===== config.mk =====
export PLATFORM = sky130hd
export DESIGN_NAME = sequence_detector_moore_verilog
export DESIGN_NICKNAME = d
export VERILOG_FILES = /design/src/rtl/sequence_detector_moore_verilog_pkg.sv /design/src/rtl/sequence_detector_moore_verilog.sv
export SDC_FILE = /design/constraint.sdc
export NUM_CORES = 1
export LEC_CHECK = 0
export CAP_MARGIN = 20
export CORE_AREA = 2 2 39 41
export DETAILED_ROUTE_END_ITERATION = 12
export DIE_AREA = 0 0 41 43
export HOLD_SLACK_MARGIN = 0.03
export PLACE_DENSITY = 0.34
export SYNTH_ARGS = -nofsm -noshare
export SYNTH_HDL_FRONTEND = slang
export SYNTH_SLANG_ARGS = --single-unit
export TNS_END_PERCENT = 10

===== constraint.sdc =====
create_clock -name clock -period 0.95 [get_ports clock]
set_input_delay 0.095 -clock clock [delete_from_list [all_inputs] [get_ports clock]]
set_output_delay 0.095 -clock clock [all_outputs]
set_load 0.05 [all_outputs]

===== src/rtl/sequence_detector_moore_verilog_pkg.sv =====
// Shared constants for the serial 1011 Moore detector.
// The state encoding itself stays private to the detector.
package sequence_detector_moore_verilog_pkg;

    localparam int STATE_W = 3;

endpackage


===== src/rtl/sequence_detector_moore_verilog.sv =====
// Moore FSM spotting the overlapping serial pattern 1011.
// detector_out is decoded from the state register only.
module sequence_detector_moore_verilog
    import sequence_detector_moore_verilog_pkg::*;
(
    input  logic clock,
    input  logic reset,
    input  logic sequence_in,
    output logic detector_out
);

    localparam logic [STATE_W-1:0] S_ZERO         = 3'd0;
    localparam logic [STATE_W-1:0] S_ONE          = 3'd1;
    localparam logic [STATE_W-1:0] S_ONE_ZERO     = 3'd2;
    localparam logic [STATE_W-1:0] S_ONE_ZERO_ONE = 3'd3;
    localparam logic [STATE_W-1:0] S_DETECT       = 3'd4;

    logic [STATE_W-1:0] state;
    logic [STATE_W-1:0] state_nxt;

    always_ff @(posedge clock or negedge reset) begin
        if (!reset) begin
            state <= S_ZERO;
        end else begin
            state <= state_nxt;
        end
    end

    always_comb begin
        state_nxt = S_ZERO;
        unique case (state)
            S_ZERO:
                state_nxt = sequence_in ? S_ONE : S_ZERO;
            S_ONE:
                state_nxt = sequence_in ? S_ONE : S_ONE_ZERO;
            S_ONE_ZERO:
                state_nxt = sequence_in ? S_ONE_ZERO_ONE : S_ZERO;
            S_ONE_ZERO_ONE:
                state_nxt = sequence_in ? S_DETECT : S_ONE_ZERO;
            // trailing 1 of a hit seeds the next match
            S_DETECT:
                state_nxt = sequence_in ? S_ONE : S_ONE_ZERO;
            default:
                state_nxt = S_ZERO;
        endcase
    end

    assign detector_out = (state == S_DETECT);

endmodule


# Word level (Yosys, flattened, before mapping)
# Index checks and enable logic that the tools add are counted.
op_classes:
  n_eq_ne: 4
  muxes: 5
  n_reduce_logical: 2
op_table:
  columns: ["op", "count"]
  rows:
  - ["3-bit case mux with 4 select lines", 1]
  - ["3-bit by 2-bit == test with 1-bit output, second input constant", 2]
  - ["2-bit two-way mux", 2]
  - ["3-bit by 1-bit == test with 1-bit output, second input constant", 1]
  - ["3-bit == test, second input constant", 1]
  - ["3-bit zero test", 1]
  - ["3-bit two-way mux", 1]
  - ["2-bit OR reduction", 1]
  - ["1-bit two-way mux", 1]
totals:
  regBits: 3
  inputBits: 3
  wordCells: 12
  output_inout_bits: 1

# Logic depth before layout (Yosys ltp)
logic_depth:
  ltp_word: 3
  depth_mapped: 2
  depth_no_buf: 2

# Worst setup path before layout
# OpenSTA, ideal clock, no wires.
synth_timing:
  path_kind: "register to output"
  from: "register state[0]"
  to: "output detector_out"
  slack_ns: -0.720
  arrival_time_ns: 1.575
  t_required_ns: 0.855
  path_stages_with_launch: 2
  cell_sequence: "dfrtp_1 > nor3b_1"
synth_via:
  elab_chain_len: 1
synth_rtl:
  columns: ["element", "line_no", "rtl"]
  rows:
  - ["from (decl)", "sequence_detector_moore_verilog.sv:18", "logic [STATE_W-1:0] state;"]
  - ["from (signal assigned)", "sequence_detector_moore_verilog.sv:25", "state <= state_nxt;"]
  - ["3-bit == test", "sequence_detector_moore_verilog.sv:48", "assign detector_out = (state == S_DETECT);"]
  - ["to (decl)", "sequence_detector_moore_verilog.sv:9", "output logic detector_out"]
# No other way between the ends.

# Worst setup path after layout
# Same ends and word-level chain as after synthesis.

==> metrics.md <==
| Metric | Value |
|---|---|
| Req. time, crit path | 0.85 ns |
| Area of the mapped netlist | 143 um^2 |
| XOR/XNOR Fraction of Synth Area | 0 |
| Multiplexer area fraction after synthesis | 0 |
| CTS Sinks | 3 |
| Post-route DRC | 0 |
| Synth Register Bits | 3 |
| Largest register FFs | 3 |
| Period utilization | 1.23 |
| Top post-synthesis cells by count | dfrtp_1 (3), nor3b_1 (2) |
| Share of layout cells above drive strength 1 | 0.643 |
| Clock root buffer master | clkbuf_4 |
| Max-slew violation count | 0 |
| Post-synthesis adder-cell area fraction | 0 |
| Post-route insts no fill | 44 |
| Actual slew at the worst max-slew pin | 0.233 ns |
| Setup violators final | 4 |
| Simple-gate share of the synthesized area | 0.386 |
| CTS tree | built |
| Clk slew on worst S/H paths | 0.04 ns |
| Setup Skew | 0.00100 ns |
| Final Hold Vio Count | 0 |
| MaxCap Viol Count | 0 |
| CTS Buf Count | 3 |
| Die area | 0.00176 mm^2 |
| Largest Register | state |
| Unique masters post-synth | 9 |
| Period minus WS final | 1.17 ns |
| Starting Density | 0.103 |
| Cells after Synth | 12 |
| Area contributors post-synth | dfrtp_1 (53%), nor3b_1 (11%), and4b_2 (7.9%) |
| Max Freq | 854 MHz |
| RSZ-0062 raised after global routing | yes |
| Slew headroom | 0.843 |
| Clk_lat worst skew | 0.24 ns |
| Chip width | 41 um |
| First-pass GRT wire length | 779 um |
| Total power | 501 uW |
| Mean area per synthesized cell | 11.9 um^2 |
| Worst setup path class | flip-flop to output port |
| Post-place setup slack | -0.247 ns |
| Most common flop cell mapped by yosys | dfrtp_1 |
| Clock tree buffer depth | 2 |
| Sequential fraction of the synthesis area | 0.526 |
| DRT Wirelength | 452 um |
| Crit Path Max Fanout | 3 |
| Worst r2r path cells | 3 |
| Fin nets | 32 |
| Pre-Repair DR Iteration Count | 1 |
| Routed Antenna Nets | 0 |
| Crit start category | flip-flop |
| Pin count of the biggest net entering global routing | 6 |
| Post-synth ARST share | 1.00 |
| Top-count cell post-synth | dfrtp_1 |
| DR WL/cell | 10.3 um |
| Routed vias | 164 |
| CTS H-Tree Depth | 1 |
| GPL Wtd Cong | 0.645 |
| Total gr overflow | 0 |
| Post-synth top area share | 0.526 |
| Largest registers | state (3) |
| Boundary Pins | 4 |
| Starting DRT DRC Count | 0 |
| PnR worst setup slack | -0.221 ns |
| Crit end category | output port |
| Yosys warns | 0 |
| Compound-Gate Fraction of Synth Area | 0.0877 |
| VDD IR max | 0.398 mV |
| Initial antenna violation count | 0 |
| Failing checks | negative setup slack |
| FP Rows | 14 |
| IO Port Bufs | 3 |
| Chip height | 43 um |
| Post-Syn Nets | 15 |
| Vias per cell | 3.73 |
| Post-Place Cells | 35 |
| Static Leakage | 0.000143 uW |
| Core Region | 0.00138 mm^2 |
| GR Util All Layers | 0.0793 |
| EDFF count, synth | 0 |
| PD cells | 1510 mW/mm^2 |
| Arr. time, crit path | 1.08 ns |
| Synth area leader | dfrtp_1 |
| Number of diodes | 0 |
| Hold Crit Class | primary input to asynchronous set/reset pin |
| Largest family of logic cells by synthesized area | simple AND/OR/NAND/NOR gates |
| Status | finished, violations left |
| Vias in the first global route | 206 |
| Area growth from synthesis to layout | 133% |
==> stage by stage <==
step | instance area [um^2] | hold WS (ns) | util | TNS (ns)
6_report | 333 | 0.571 | 0.241 | -0.443
5_1_grt | 333 | 0.588 | 0.241 | -0.591
4_1_cts | 322 | 0.575 | 0.232 | -0.559
3_5_place_dp | 250 | 0.289 | 0.181 | -0.323
3_3_place_gp | 250 | 0.284 | 0.181 | -0.310
2_1_floorplan | 160 | -0.201 | - | -0.158
==> final timing paths <==
kind	end	startpoint	slack, ns
setup / recovery	detector_out	state[0]$_DFF_PN0_	-0.22
hold / removal	state[2]$_DFF_PN0_	reset	0.57
setup reg to reg	state[1]$_DFF_PN0_	state[0]$_DFF_PN0_	-0.19
hold reg to reg	state[2]$_DFF_PN0_	state[1]$_DFF_PN0_	0.66
max in group asynchronous	state[1]$_DFF_PN0_	reset	0.23
min in group clock	state[0]$_DFF_PN0_	sequence_in	0.61
==> cells by family after synthesis <==
logic type / after synthesis
flip-flops: 3
AND/OR/NAND/NOR: 7
AO/OA/AOI/OAI: 2
==> report_power, final <==
group	internal (uW)	switching, uW
sequential	141	16.2
clock	158	83.2
combinational	67.8	34.6
total	367	134
==> layout make-up <==
class	count	area [um^2]
repair buffers	12	121
well taps	16	20.0
multi-input cells	9	87.6
flip-flops and latches	3	77.6
clock buffers	4	26.3
fillers	150	1050
==> critical path, cell delays in order, from the launching register on <==
cell and delay, ns:
dfrtp_2 0.43, nor3b_4 0.24, buf_12 0.16
==> cells in the final DEF (no fill, tap or decap), types with 2 or more instances in the layout <==
cell,n
buf_4,5
buf_6,3
clkbuf_4,3
clkdlybuf4s50_1,2
dfrtp_2,2
==> layer usage <==
layer / track usage / part of all wire / routed length, um
met1: 0.0482 / 0.28 / 127
met2: 0.125 / 0.65 / 294
met3: 0.0314 / 0.011 / 5
met4: 0.120 / 0.058 / 26
met5: 0 / 0 / 0
==> repair_timing <==
item	in CTS	in global routing
hold endpoints to repair	1	0
hold buffers	1	0
setup buffers	4	0
endpoints found under the setup margin	2	4
pin swaps	1	2
resized for setup	2	3
gates cloned	0	0
(Power assumes the default switching activity.)
